==> config.mk <==
export PLATFORM = sky130hd
export DESIGN_NAME = control_unit
export DESIGN_NICKNAME = d
export VERILOG_FILES = /design/src/rtl/control_unit.sv
export SDC_FILE = /design/constraint.sdc
export NUM_CORES = 1
export LEC_CHECK = 0
export CAP_MARGIN = 20
export CORE_MARGIN = 3
export CORE_UTILIZATION = 30
export DETAILED_ROUTE_END_ITERATION = 8
export GPL_TIMING_DRIVEN = 0
export PLACE_DENSITY = 0.87
export SYNTH_ARGS = -nofsm -noshare
export SYNTH_HDL_FRONTEND = slang
export SYNTH_SLANG_ARGS = --single-unit
==> constraint.sdc <==
create_clock -name clk -period 3.21 [get_ports clk]
set_input_delay 0.963 -clock clk [delete_from_list [all_inputs] [get_ports clk]]
set_output_delay 0.963 -clock clk [all_outputs]
set_load 0.005 [all_outputs]
==> src/rtl/control_unit.sv <==
// Mini SRC hardwired control sequencer.
// Steps one control state per clock: fetch (T0-T2), then the execute steps
// (T3-T7) of the opcode currently held in IR_Data. Strobes are a pure decode
// of the state register and the loaded instruction. T3 already needs the
// opcode, and IR only loads at the T2->T3 edge, so these strobes cannot be
// pre-registered one step ahead.
//
// Input sampling protocol (there are no valid/ready handshakes here):
//   - Stop is sampled only at the edge that ends an instruction's last step.
//   - CON_out is sampled only at the edge that ends T3 of a branch.
//   - clr is sampled at every edge and wins over everything else.
module control_unit #(
  parameter int             OPW     = 5,
  parameter logic [OPW-1:0] ALU_ADD = 5'b00011,
  parameter logic [OPW-1:0] ALU_AND = 5'b00101,
  parameter logic [OPW-1:0] ALU_OR  = 5'b00110
) (
  input  logic           clk,
  input  logic           clr,
  input  logic [31:0]    IR_Data,
  input  logic           CON_out,
  input  logic           Stop,
  output logic           Run,
  output logic           PC_in,
  output logic           IR_in,
  output logic           Y_in,
  output logic           Z_in,
  output logic           MAR_in,
  output logic           MDR_in,
  output logic           IncPC,
  output logic           PC_out,
  output logic           Zlow_out,
  output logic           MDR_out,
  output logic           C_out,
  output logic           Read,
  output logic           Write,
  output logic           Gra,
  output logic           Grb,
  output logic           Grc,
  output logic           Rin,
  output logic           Rout,
  output logic           BAout,
  output logic [OPW-1:0] alu_instruction_bits,
  output logic [3:0]     state_dbg,
  output logic           taken_dbg
);

  typedef enum logic [3:0] {
    S_RESET = 4'd0,
    S_T0    = 4'd1,
    S_T1    = 4'd2,
    S_T2    = 4'd3,
    S_T3    = 4'd4,
    S_T4    = 4'd5,
    S_T5    = 4'd6,
    S_T6    = 4'd7,
    S_T7    = 4'd8,
    S_HALT  = 4'd9
  } state_t;

  localparam logic [4:0] OP_LD   = 5'd0;
  localparam logic [4:0] OP_LDI  = 5'd1;
  localparam logic [4:0] OP_ST   = 5'd2;
  localparam logic [4:0] OP_ADD  = 5'd3;
  localparam logic [4:0] OP_SHL  = 5'd11;
  localparam logic [4:0] OP_ADDI = 5'd12;
  localparam logic [4:0] OP_ANDI = 5'd13;
  localparam logic [4:0] OP_ORI  = 5'd14;
  localparam logic [4:0] OP_BR   = 5'd19;
  localparam logic [4:0] OP_HALT = 5'd27;

  state_t         state;
  state_t         boundary_next;
  logic           taken;
  logic [4:0]     opcode;
  logic           is_ld;
  logic           is_ldi;
  logic           is_st;
  logic           is_reg_alu;
  logic           is_imm_alu;
  logic           is_br;
  logic           is_halt;
  logic           is_mem;
  logic [OPW-1:0] imm_code;
  logic           unused_ir_bits;

  assign opcode         = IR_Data[31:27];
  assign unused_ir_bits = ^IR_Data[26:0];
  assign state_dbg      = state;
  assign taken_dbg      = taken;

  // Opcode class decode; anything not matched behaves as nop.
  always_comb begin
    is_ld      = (opcode == OP_LD);
    is_ldi     = (opcode == OP_LDI);
    is_st      = (opcode == OP_ST);
    is_reg_alu = (opcode >= OP_ADD) && (opcode <= OP_SHL);
    is_imm_alu = (opcode >= OP_ADDI) && (opcode <= OP_ORI);
    is_br      = (opcode == OP_BR);
    is_halt    = (opcode == OP_HALT);
    is_mem     = is_ld || is_st;
    imm_code   = ALU_ADD;
    if (opcode == OP_ANDI) imm_code = ALU_AND;
    if (opcode == OP_ORI)  imm_code = ALU_OR;
    boundary_next = Stop ? S_HALT : S_T0;
  end

  // Step sequencer and branch-taken flag.
  always_ff @(posedge clk) begin
    if (clr) begin
      state <= S_RESET;
      taken <= 1'b0;
    end else begin
      case (state)
        S_RESET: state <= S_T0;
        S_T0: begin
          taken <= 1'b0;
          state <= S_T1;
        end
        S_T1: state <= S_T2;
        S_T2: state <= S_T3;
        S_T3: begin
          if (is_br) taken <= CON_out;
          if (is_halt) begin
            state <= S_HALT;
          end else if (is_mem || is_ldi || is_reg_alu || is_imm_alu || is_br) begin
            state <= S_T4;
          end else begin
            state <= boundary_next;
          end
        end
        S_T4: state <= S_T5;
        S_T5: begin
          if (is_mem || is_br) state <= S_T6;
          else                 state <= boundary_next;
        end
        S_T6: begin
          if (is_mem) state <= S_T7;
          else        state <= boundary_next;
        end
        S_T7:   state <= boundary_next;
        S_HALT: state <= S_HALT;
        default: state <= S_RESET;
      endcase
    end
  end

  // Strobe decode from the current step and the loaded opcode.
  always_comb begin
    Run                  = 1'b0;
    PC_in                = 1'b0;
    IR_in                = 1'b0;
    Y_in                 = 1'b0;
    Z_in                 = 1'b0;
    MAR_in               = 1'b0;
    MDR_in               = 1'b0;
    IncPC                = 1'b0;
    PC_out               = 1'b0;
    Zlow_out             = 1'b0;
    MDR_out              = 1'b0;
    C_out                = 1'b0;
    Read                 = 1'b0;
    Write                = 1'b0;
    Gra                  = 1'b0;
    Grb                  = 1'b0;
    Grc                  = 1'b0;
    Rin                  = 1'b0;
    Rout                 = 1'b0;
    BAout                = 1'b0;
    alu_instruction_bits = '0;
    case (state)
      S_T0: begin
        Run    = 1'b1;
        PC_out = 1'b1;
        MAR_in = 1'b1;
        IncPC  = 1'b1;
        Z_in   = 1'b1;
      end
      S_T1: begin
        Run      = 1'b1;
        Zlow_out = 1'b1;
        PC_in    = 1'b1;
        Read     = 1'b1;
        MDR_in   = 1'b1;
      end
      S_T2: begin
        Run     = 1'b1;
        MDR_out = 1'b1;
        IR_in   = 1'b1;
      end
      S_T3: begin
        Run = 1'b1;
        if (is_mem || is_ldi) begin
          Grb   = 1'b1;
          BAout = 1'b1;
          Y_in  = 1'b1;
        end else if (is_reg_alu || is_imm_alu) begin
          Grb  = 1'b1;
          Rout = 1'b1;
          Y_in = 1'b1;
        end else if (is_br) begin
          Gra  = 1'b1;
          Rout = 1'b1;
        end
      end
      S_T4: begin
        Run = 1'b1;
        if (is_mem || is_ldi) begin
          C_out                = 1'b1;
          Z_in                 = 1'b1;
          alu_instruction_bits = ALU_ADD;
        end else if (is_reg_alu) begin
          Grc                  = 1'b1;
          Rout                 = 1'b1;
          Z_in                 = 1'b1;
          alu_instruction_bits = OPW'(opcode);
        end else if (is_imm_alu) begin
          C_out                = 1'b1;
          Z_in                 = 1'b1;
          alu_instruction_bits = imm_code;
        end else if (is_br) begin
          PC_out = 1'b1;
          Y_in   = 1'b1;
        end
      end
      S_T5: begin
        Run = 1'b1;
        if (is_ldi || is_reg_alu || is_imm_alu) begin
          Zlow_out = 1'b1;
          Gra      = 1'b1;
          Rin      = 1'b1;
        end else if (is_mem) begin
          Zlow_out = 1'b1;
          MAR_in   = 1'b1;
        end else if (is_br) begin
          C_out                = 1'b1;
          Z_in                 = 1'b1;
          alu_instruction_bits = ALU_ADD;
        end
      end
      S_T6: begin
        Run = 1'b1;
        if (is_ld) begin
          Read   = 1'b1;
          MDR_in = 1'b1;
        end else if (is_st) begin
          Gra    = 1'b1;
          Rout   = 1'b1;
          MDR_in = 1'b1;
        end else if (is_br && taken) begin
          Zlow_out = 1'b1;
          PC_in    = 1'b1;
        end
      end
      S_T7: begin
        Run = 1'b1;
        if (is_ld) begin
          MDR_out = 1'b1;
          Gra     = 1'b1;
          Rin     = 1'b1;
        end else if (is_st) begin
          Write = 1'b1;
        end
      end
      default: begin
        Run = 1'b0;
      end
    endcase
  end

endmodule

# Word level (Yosys, flattened, before mapping)
# Cells that the tools add are included.
dict set report op_classes {
  n_bitwise 0
  n_eq_ne 16
  muxes 68
  shift 0
  n_div 0
  add_sub_neg 0
  n_reduce_logical 17
  magnitude_cmp 4
  mul 0
}
# operator count
set op_table {}
lappend op_table {{case mux 4 bit (10 select lines)} 1}
lappend op_table {{two-way mux 1 bit} 39}
lappend op_table {{two-way mux 4 bit} 5}
lappend op_table {{two-way mux 5 bit} 4}
lappend op_table {{case mux 1 bit (2 select lines)} 10}
lappend op_table {{== test 4 x 3 -> 1 bit, second input constant} 4}
lappend op_table {{== test 5 x 4 -> 1 bit, second input constant} 2}
lappend op_table {{== test 5 bit, second input constant} 2}
lappend op_table {{less-or-equal comparator 5 x 4 -> 1 bit, second input constant} 2}
lappend op_table {{case mux 5 bit (2 select lines)} 1}
lappend op_table {{logical OR 1 bit} 9}
lappend op_table {{case mux 1 bit (3 select lines)} 3}
lappend op_table {{== test 4 x 2 -> 1 bit, second input constant} 2}
lappend op_table {{== test 4 bit, second input constant} 2}
lappend op_table {{OR reduction 8 bit} 1}
lappend op_table {{two-way mux 2 bit} 3}
lappend op_table {{== test 5 x 1 -> 1 bit, second input constant} 1}
lappend op_table {{== test 5 x 2 -> 1 bit, second input constant} 1}
lappend op_table {{>= comparator 5 x 2 -> 1 bit, second input constant} 1}
lappend op_table {{>= comparator 5 x 4 -> 1 bit, second input constant} 1}
lappend op_table {{zero test 5 bit} 1}
lappend op_table {{== test 4 x 1 -> 1 bit, second input constant} 1}
lappend op_table {{zero test 4 bit} 1}
lappend op_table {{case mux 1 bit (4 select lines)} 1}
lappend op_table {{other kinds (5)} 7}
dict set report totals {
  latchBits 0
  ram_bits 0
  mem_bits_ro 0
  memories 0
  regBits 5
}

# Depth between registers and ports, before layout
# Gate-level depths: netlist (run 1).
dict set report depth {
  depth_word 9
  mapped_depth 6
}

# Least setup slack after synthesis (run 1)
# Ideal clock, no wire load.
dict set report synth_path {
  path_type {input -> output}
  from {in IR_Data[29]}
  to {out Gra}
  t_required_ns 2.247
  setup_slack_ns 0.029
  n_path_buf 0
  stages 4
  t_arrival_ns 2.218
  path_cell_list {or4_4 -> or4_4 -> o21ai_2 -> a311o_2}
}
dict set report synth_between {
  elab_chain_cells 6
}
# element line_no
set synth_rtl {}
lappend synth_rtl {{start: declaration} 20} ;# input logic [31:0] IR_Data,
lappend synth_rtl {{>= comparator 5 x 2 -> 1 bit, or another cell as far along} 97} ;# is_reg_alu = (opcode >= OP_ADD) && (opcode <= OP_SHL);
lappend synth_rtl {{logical AND 1 bit, on equally long branches} {97, 98}}
lappend synth_rtl {{logical OR 1 bit, on equally long branches} {197, 228}}
lappend synth_rtl {{two-way mux 1 bit or logical OR 1 bit (tied branches)} {197, 228}}
lappend synth_rtl {{two-way mux 1 bit, on equally long branches} {193, 228}}
lappend synth_rtl {{case mux 1 bit (4 select lines) (*)} 171} ;# case (state)
lappend synth_rtl {{end: declaration} 37} ;# output logic Gra,
# Every way passes the cells marked *; elsewhere a longest branch is shown, timed or not.

# Worst setup path after layout (run 1)
# Same ends and word-level chain as after synthesis.

==> out/results.txt, run 1 <==
status - finished with violations
failing checks - setup timing
num rows - 18
largest net degree at the start of global routing - 11
TritonCTS Buffers - 3
CP Cell Sequence - buf_8 -> or4_4 -> or4_4 -> o21ai_2 -> a311o_2 -> buf_2
Design Power - 0.2912 mW
max-cap check violation count - 0
I/O pin cnt - 66
post-DP HPWL - 2153 µm
Seq/Total Area, Yosys - 12.07%
Setup crit end - Gra
syn avg cell area - 6.191 µm²
fraction of layout cells with a size suffix above 1 - 31.75%
first-pass GRT wire length - 5609 µm
Setup violations, final - 5
final worst slack - -0.1022 ns
syn_nets - 170
Final Slew Violations - 0
Crit Path Category - primary input to output port
DRT Pass-1 Iters - 4
CP Launch Type - primary input
most frequent CP cell - or4_4
H-tree depth - 1
WL/cell - 15.64 µm
FF-to-FF Start - state_dbg[3]
Worst Hold Class - flop to flop
clk_lat worst skew - 0.24 ns
FILL cells - 231
TritonCTS clock tree - built
Die Width - 58.59 µm
largest fanout on the critical path - 3
cells after synthesis - 134
GR Overflow Total - 0
most common cell after layout, fill and taps aside - nor2_1
vias in the first global route - 1,229
Yosys cell types - 45
P&R area growth vs syn - 68.63%
post-layout min period - 3.312 ns
worst hold margin - 0.5657 ns
core area - 2545 µm²
Hold Violations, Final - 0
antenna-violating nets left - 0
Worst Path Required - 2.25 ns
Worst Setup End Kind - output port
Crit-path slowest cell - or4_4
hold path startpoint - taken_dbg
Initial Util - 32.60%
Synth Cell Area - 829.5 µm²
Ys Warns - 0
# DRC - 0
P per Cell Area - 208.2 nW/µm²
Max VDD drop - 0.1743 mV
Root Buffer - clkbuf_4
initial antenna violation count - 0
R2R Setup Slk - 1.53 ns
Layout Nets - 226
Leak - 0.6754 nW
GPL Wtd Cong - 0.9842
Die Area - 3432 µm²
RSZ-0062 raised after global routing - yes
diode count - 0
crit path from - IR_Data[29]
Port Buffers - 37
Synth Register Bits - 5
drt total wl - 3425 µm
Critical R2R Capture - state_dbg[3]
vias - 1,273
Peak Freq - 301.9 MHz
Sink Count - 5
CP max stage delay - 0.55 ns
Total GRT Usage - 20.61%
worst r2r path cells - 5
commonest non-fill, non-tap cells in the layout - nor2_1, buf_4, buf_2
CTS clk-pin slew, worst paths - 0.05 ns
Via density - 5.813
Die H - 58.59 µm
Max Buffers Root-to-Sink - 2
clock skew - 0.0002824 ns
CTS Hold Bufs - 0
Final period util - 103.2%
1st-iter DRT viols - 84
Worst EP arrival - 2.35 ns
power by group:
part	internal, mW	switching [mW]
Combinational	0.0727	0.0755
Sequential	0.0652	0.00283
Clock	0.0471	0.0277
Total	0.185	0.106
layer usage:
layer  part of all wire (%)  wire length (µm)  vias up  GRT usage (%)
met5                      0                 0        -              0
met4                    1.2                42        0          7.443
met3                    9.3               319        6          2.632
met2                     50              1719       81          35.09
met1                     39              1343      596          26.55
li1                       -                 -      590              -
how the worst min path moves through the flow:
stage                           end  slack (ns)  cells past startpoint
after global placement    taken_dbg        0.55                      3
final                     taken_dbg        0.57                      3
after global routing      taken_dbg        0.61                      3
after detailed placement  taken_dbg        0.55                      3
after CTS                 taken_dbg        0.56                      3
after floorplan           taken_dbg        0.53                      3
cell families after synthesis:
kind of cell    count (synthesis)  share of synthesized area (%)
compound gates                 39                          33.49
xor+xnor                        1                          1.056
buf+inv                        19                          9.503
flops                           5                          12.07
mux                             2                          2.413
other cells                     1                         0.4521
simple gates                   67                          41.03
area by class of cell:
| type | count | area, µm² | share of cell area [%] |
|---|---|---|---|
| sequential | 5 | 100.1 | 7.156 |
| clock buffer | 4 | 26.28 | 1.878 |
| timing repair buffer | 53 | 426.7 | 30.50 |
| tap | 30 | 37.54 | 2.683 |
| buffer | 12 | 90.09 | 6.440 |
| inverter | 5 | 18.77 | 1.342 |
| multi-input combinational | 110 | 699.4 | 50.00 |
repair_timing:
action	CTS	global route
pin swaps	11	5
setup endpoints to repair	21	11
setup buffers	15	2
gates resized for setup	91	8
worst max-delay path, delay by kind of cell:
kind | cells | cell delay, ns
compound gates | 2 | 0.20
simple gates | 2 | 0.99
buf+inv | 2 | 0.21
flip-flops by register name (all words and copies together), names as in the netlist:
signal,count
taken_dbg,1
state_dbg,4
stage by stage:
| step | instances | utilization, % | setup TNS (ns) | cell area (µm²) | worst slack [ns] |
|---|---|---|---|---|---|
| after CTS | 218 | 55.11 | -0.1221 | 1403 | -0.1072 |
| after global placement | 201 | 48.62 | -15.94 | 1237 | -1.012 |
| after detailed placement | 201 | 48.62 | -16.46 | 1237 | -1.029 |
| after global routing | 219 | 54.97 | -0.5242 | 1399 | -0.1431 |
| final | 219 | 54.97 | -0.2153 | 1399 | -0.1022 |
| after floorplan | 134 | - | 0 | 829.5 | 0.02899 |
synth_stat cells:
master | number | share of area (%)
a211o_1 | 2 | 2.1
a211oi_1 | 2 | 1.8
a21bo_2 | 1 | 1.2
a21o_1 | 2 | 1.8
a21oi_1 | 7 | 4.2
a221oi_1 | 1 | 1.1
a311o_2 | 1 | 1.4
a31o_2 | 1 | 1.1
a31oi_1 | 2 | 1.5
a32o_1 | 1 | 1.2
a32oi_1 | 1 | 1.1
a41o_1 | 1 | 1.2
and2_1 | 2 | 1.5
and3_1 | 2 | 1.5
buf_2 | 3 | 1.8
buf_4 | 1 | 0.91
clkbuf_1 | 10 | 4.5
conb_1 | 1 | 0.45
dfxtp_1 | 5 | 12
inv_1 | 5 | 2.3
mux2i_1 | 2 | 2.4
nand2_1 | 11 | 5.0
nand2b_1 | 7 | 5.3
nand3_1 | 2 | 1.2
nor2_1 | 23 | 10
nor2b_1 | 3 | 2.3
nor3_1 | 5 | 3.0
nor3b_1 | 1 | 0.91
nor4_1 | 3 | 2.3
o2111ai_1 | 1 | 1.1
o211a_1 | 2 | 2.4
o211ai_1 | 1 | 0.91
o21a_1 | 1 | 0.91
o21ai_0 | 8 | 4.8
o21ai_2 | 1 | 1.1
o22ai_1 | 1 | 0.75
o31ai_1 | 1 | 0.91
o32ai_1 | 1 | 1.1
or2_1 | 1 | 0.75
or2_2 | 2 | 1.5
or3_1 | 1 | 0.75
or3b_2 | 1 | 1.1
or4_1 | 1 | 0.91
or4_4 | 2 | 2.7
xnor2_1 | 1 | 1.1
Power figures use the tool's default switching activity.
==> inputs of run 2 (changes only) <==
--- a/config.mk
+++ b/config.mk
@@ -6,8 +6,8 @@
 export NUM_CORES = 1
 export LEC_CHECK = 0
 export CAP_MARGIN = 20
-export CORE_MARGIN = 3
 export CORE_UTILIZATION = 30
+export CTS_CLUSTER_SIZE = 24
 export DETAILED_ROUTE_END_ITERATION = 8
 export GPL_TIMING_DRIVEN = 0
 export PLACE_DENSITY = 0.87
==> constraint.sdc (replaced) <==
create_clock -name clk -period 2.9 [get_ports clk]
set_input_delay 0.87 -clock clk [delete_from_list [all_inputs] [get_ports clk]]
set_output_delay 0.87 -clock clk [all_outputs]
set_load 0.005 [all_outputs]
==> out/results.txt, run 2 (same netlist as run 1, synthesis figures left out) <==
Worst Setup End Kind - output port
RSZ-0062 raised after global routing - yes
diode count - 0
pre-CTS WS - -1.104 ns
CP Depth - 6
final worst slack - -0.2269 ns
Total GRT Usage - 24.23%
Worst Path Required - 2.03 ns
Max Buffers Root-to-Sink - 2
Root Buffer - clkbuf_4
H-tree depth - 1
Worst EP arrival - 2.26 ns
post-DP HPWL - 2001 µm
most common cell after layout, fill and taps aside - buf_2
DP Area - 1240 µm²
GR Overflow Total - 0
CP max stage delay - 0.55 ns
Layout Nets - 229
Bufs and invs on worst path - 2
number of flip-flops in the largest register - 4
post-layout min period - 3.127 ns
largest fanout on the critical path - 3
CP Launch Type - primary input
Setup violations, final - 9
final instance area - 1509 µm²
vias - 1,346
initial antenna violation count - 0
core area - 2545 µm²
TritonCTS clock tree - built
drt total wl - 3748 µm
first-pass GRT wire length - 5306 µm
R2R Setup Slk - 1.22 ns
P&R area growth vs syn - 81.90%
kind of cell adding the most delay to the critical path - simple AND/OR/NAND/NOR gates
Sink Count - 5
P per Cell Area - 222.1 nW/µm²
antenna-violating nets left - 0
num rows - 18
WL/cell - 16.88 µm
Die Width - 54.59 µm
crit path from - IR_Data[29]
Leak - 0.6905 nW
Port Buffers - 37
worst hold margin - 0.5729 ns
largest net degree at the start of global routing - 11
Final period util - 107.8%
Final Slew Violations - 0
Initial Util - 32.60%
Fin Setup TNS - -0.9515 ns
Design Power - 0.3351 mW
Die H - 54.59 µm
Crit-path slowest cell - or4_4
clock skew - 0.01254 ns
Hold Violations, Final - 0
TritonCTS Buffers - 3
Die Area - 2980 µm²
GPL Wtd Cong - 0.9596
CTS clk-pin slew, worst paths - 0.05 ns
commonest non-fill, non-tap cells in the layout - buf_2, buf_4, nor2_1
fraction of layout cells with a size suffix above 1 - 43.75%
failing checks - setup timing
DRT Pass-1 Iters - 4
# DRC - 0
CTS Hold Bufs - 0
Critical R2R Capture - state_dbg[3]
1st-iter DRT viols - 81
Crit Path Category - primary input to output port
Via density - 6.063
status - finished with violations
Max VDD drop - 0.2426 mV
vias in the first global route - 1,141
max-cap check violation count - 0
worst r2r path cells - 5
I/O pin cnt - 66
FF-to-FF Start - state_dbg[3]
clk_lat worst skew - 0.25 ns
Peak Freq - 319.8 MHz
CP Cell Sequence - buf_6 -> or4_4 -> or4_4 -> o21ai_2 -> a311o_2 -> buf_6
Setup crit end - Gra
Worst Hold Class - flop to flop
-- run 2: cell count changes in the layout (fill, tap and decap cells not counted), sizes merged --
| cell | previous run | this run |
|---|---|---|
| clkdlybuf4s15 | 0 | 3 |
| clkdlybuf4s50 | 12 | 11 |
| dlygate4sd2 | 9 | 4 |
| dlymetal6s2s | 1 | 0 |
| clkbuf | 14 | 12 |
| buf | 33 | 42 |
-- run 2: layer usage --
layer | up-vias | wire length (µm) | track usage, %
met3 | 18 | 346 | 4.167
met5 | - | 0 | 0
met1 | 623 | 1516 | 32.95
li1 | 597 | - | -
met2 | 108 | 1751 | 38.55
met4 | 0 | 133 | 6.838
-- run 2: repair_timing --
item | 4_1_cts | 5_1_grt
buffers inserted | 16 | 3
gates resized for setup | 118 | 25
pin swaps | 18 | 11
setup endpoints to repair | 21 | 18
-- run 2: worst min path at each step --
stage | startpoint | end | slack (ns) | depth (start not counted)
after global placement | taken_dbg | taken_dbg | 0.54 | 3
after floorplan | taken_dbg | taken_dbg | 0.53 | 3
after detailed placement | taken_dbg | taken_dbg | 0.55 | 3
after global routing | taken_dbg | taken_dbg | 0.60 | 3
final | taken_dbg | taken_dbg | 0.57 | 3
after CTS | taken_dbg | taken_dbg | 0.57 | 3
-- run 2: worst min-delay path, cell delays in order, from the launching register on --
cell     delay [ns]
dfxtp_1        0.33
inv_1          0.06
a211o_1        0.08
a21oi_1        0.06
-- run 2: final cells by class --
| cell class | instances | area, µm² |
|---|---|---|
| buffer | 12 | 85.08 |
| clock buffer | 4 | 26.28 |
| tap | 30 | 37.54 |
| timing repair buffer | 56 | 467.9 |
| inverter | 5 | 18.77 |
| sequential | 5 | 100.1 |
| multi-input combinational | 110 | 773.2 |
| fill | 207 | 1036 |
-- run 2: metrics by stage --
stage	instances	utilization, %
5_1_grt	222	59.29
4_1_cts	219	56.39
6_report	222	59.29
2_1_floorplan	134	-
3_3_place_gp	201	48.72
3_5_place_dp	201	48.72
-- run 2: power breakdown --
group / internal [mW] / switching, mW
clock: 0.0523 / 0.0326
sequential: 0.0722 / 0.00280
combinational: 0.0836 / 0.0917
total: 0.208 / 0.127
==> inputs of run 3 (changes only) <==
--- a/config.mk
+++ b/config.mk
@@ -11,6 +11,7 @@
 export DETAILED_ROUTE_END_ITERATION = 8
 export GPL_TIMING_DRIVEN = 0
 export PLACE_DENSITY = 0.87
+export SETUP_SLACK_MARGIN = 0.2
 export SYNTH_ARGS = -nofsm -noshare
 export SYNTH_HDL_FRONTEND = slang
 export SYNTH_SLANG_ARGS = --single-unit
==> out/results.txt, run 3 (same netlist as run 1, synthesis figures left out) <==
P&R area growth vs syn - 85.22%
CP Depth - 6
Max VDD drop - 0.2346 mV
Sink Count - 5
R2R Setup Slk - 1.34 ns
antenna-violating nets left - 0
GR Overflow Total - 0
CTS Hold Bufs - 0
worst r2r path cells - 5
largest net degree at the start of global routing - 11
Worst Setup End Kind - output port
Post-Route Utilization - 60.37%
Critical R2R Capture - state_dbg[3]
1st-iter DRT viols - 59
status - finished with violations
CP max stage delay - 0.55 ns
Worst Hold Class - flop to flop
Crit-path slowest cell - or4_4
Die Width - 54.59 µm
Worst EP arrival - 2.28 ns
core area - 2545 µm²
Bufs and invs on worst path - 2
fraction of layout cells with a size suffix above 1 - 48.69%
Via density - 5.602
vias in the first global route - 1,101
vias - 1,238
Max Buffers Root-to-Sink - 2
final worst slack - -0.2515 ns
RSZ-0062 raised after global routing - yes
H-tree depth - 1
I/O pin cnt - 66
drt total wl - 3297 µm
CP Launch Type - primary input
CTS clk-pin slew, worst paths - 0.05 ns
kind of cell adding the most delay to the critical path - simple AND/OR/NAND/NOR gates
FF-to-FF Start - state_dbg[3]
Hold Violations, Final - 0
Die Area - 2980 µm²
num rows - 18
Crit Path Category - primary input to output port
P per Cell Area - 214.8 nW/µm²
diode count - 0
post-DP HPWL - 2091 µm
Root Buffer - clkbuf_4
Hold Path Sink - taken_dbg
final instance area - 1536 µm²
DRT Pass-1 Iters - 4
pre-CTS WS - -1.146 ns
post-layout min period - 3.151 ns
Peak Freq - 317.3 MHz
clock skew - 0.005638 ns
WL/cell - 14.92 µm
Fin Setup TNS - -1.393 ns
DP Area - 1286 µm²
area of the multi-input gates - 795.8 µm²
Design Power - 0.3301 mW
Total GRT Usage - 22.91%
most common cell after layout, fill and taps aside - buf_2
Final Slew Violations - 0
Initial Util - 32.60%
Layout Nets - 228
GPL Wtd Cong - 0.9244
first-pass GRT wire length - 4995 µm
CP Cell Sequence - buf_8 -> or4_4 -> or4_4 -> o21ai_2 -> a311o_2 -> buf_6
initial antenna violation count - 0
most frequent CP cell - or4_4
TritonCTS Buffers - 3
TritonCTS clock tree - built
FILL cells - 222
max-cap check violation count - 0
clk_lat worst skew - 0.25 ns
hold depth - 3
Worst Path Required - 2.03 ns
Reg area - 101.3 µm²
Port Buffers - 37
commonest non-fill, non-tap cells in the layout - buf_2, nor2_1, buf_4, clkdlybuf4s50_1
failing checks - setup timing
Final period util - 108.7%
Setup violations, final - 11
hold path startpoint - taken_dbg
number of flip-flops in the largest register - 4
Die H - 54.59 µm
largest fanout on the critical path - 3
# DRC - 0
Leak - 0.7094 nW
-- run 3: cell count changes in the layout (fill, tap and decap cells not counted), sizes merged --
cell	previous run	this run
dlygate4sd2	4	2
clkbuf	12	11
clkdlybuf4s15	3	2
buf	42	45
-- run 3: routing by layer --
metal  share of wire (%)  GRT usage [%]  wire length, µm
met5                   0              0                0
met3                 6.3          1.667              207
met2                  50          38.35             1643
met1                  43          30.33             1418
met4                0.85          8.120               28
-- run 3: cell type report --
type	instances	area share [%]
tap	30	2.443
multi-input combinational	110	51.79
timing repair buffer	53	28.34
inverter	5	1.222
buffer	14	7.899
clock buffer	4	1.710
sequential	5	6.596
-- run 3: worst min-delay path: cells and delay by family, from the launching register on --
family                 cells  cell delay (ns)
buffers and inverters      1             0.06
AO/OA/AOI/OAI              2             0.13
flip-flops                 1             0.33
-- run 3: worst max path at each step --
stage	startpoint	end
2_1_floorplan	IR_Data[29]	Gra
3_3_place_gp	IR_Data[30]	Gra
3_5_place_dp	IR_Data[30]	Gra
4_1_cts	IR_Data[29]	Gra
5_1_grt	IR_Data[29]	Gra
6_report	IR_Data[29]	Gra
-- run 3: what timing repair did --
action,in CTS,in global routing
endpoints found under the setup margin,24,22
buffers inserted,14,2
pin swaps,14,15
gates resized for setup,132,25
-- run 3: power breakdown --
group	internal, mW	switching [mW]
clock network	0.0521	0.0295
registers	0.0726	0.00357
logic	0.0866	0.0858
-- run 3: metrics by stage --
stage	cells	hold WS [ns]
2_1_floorplan	134	0.5326
3_3_place_gp	201	0.5441
3_5_place_dp	201	0.5424
4_1_cts	219	0.5776
5_1_grt	221	0.6134
6_report	221	0.5671
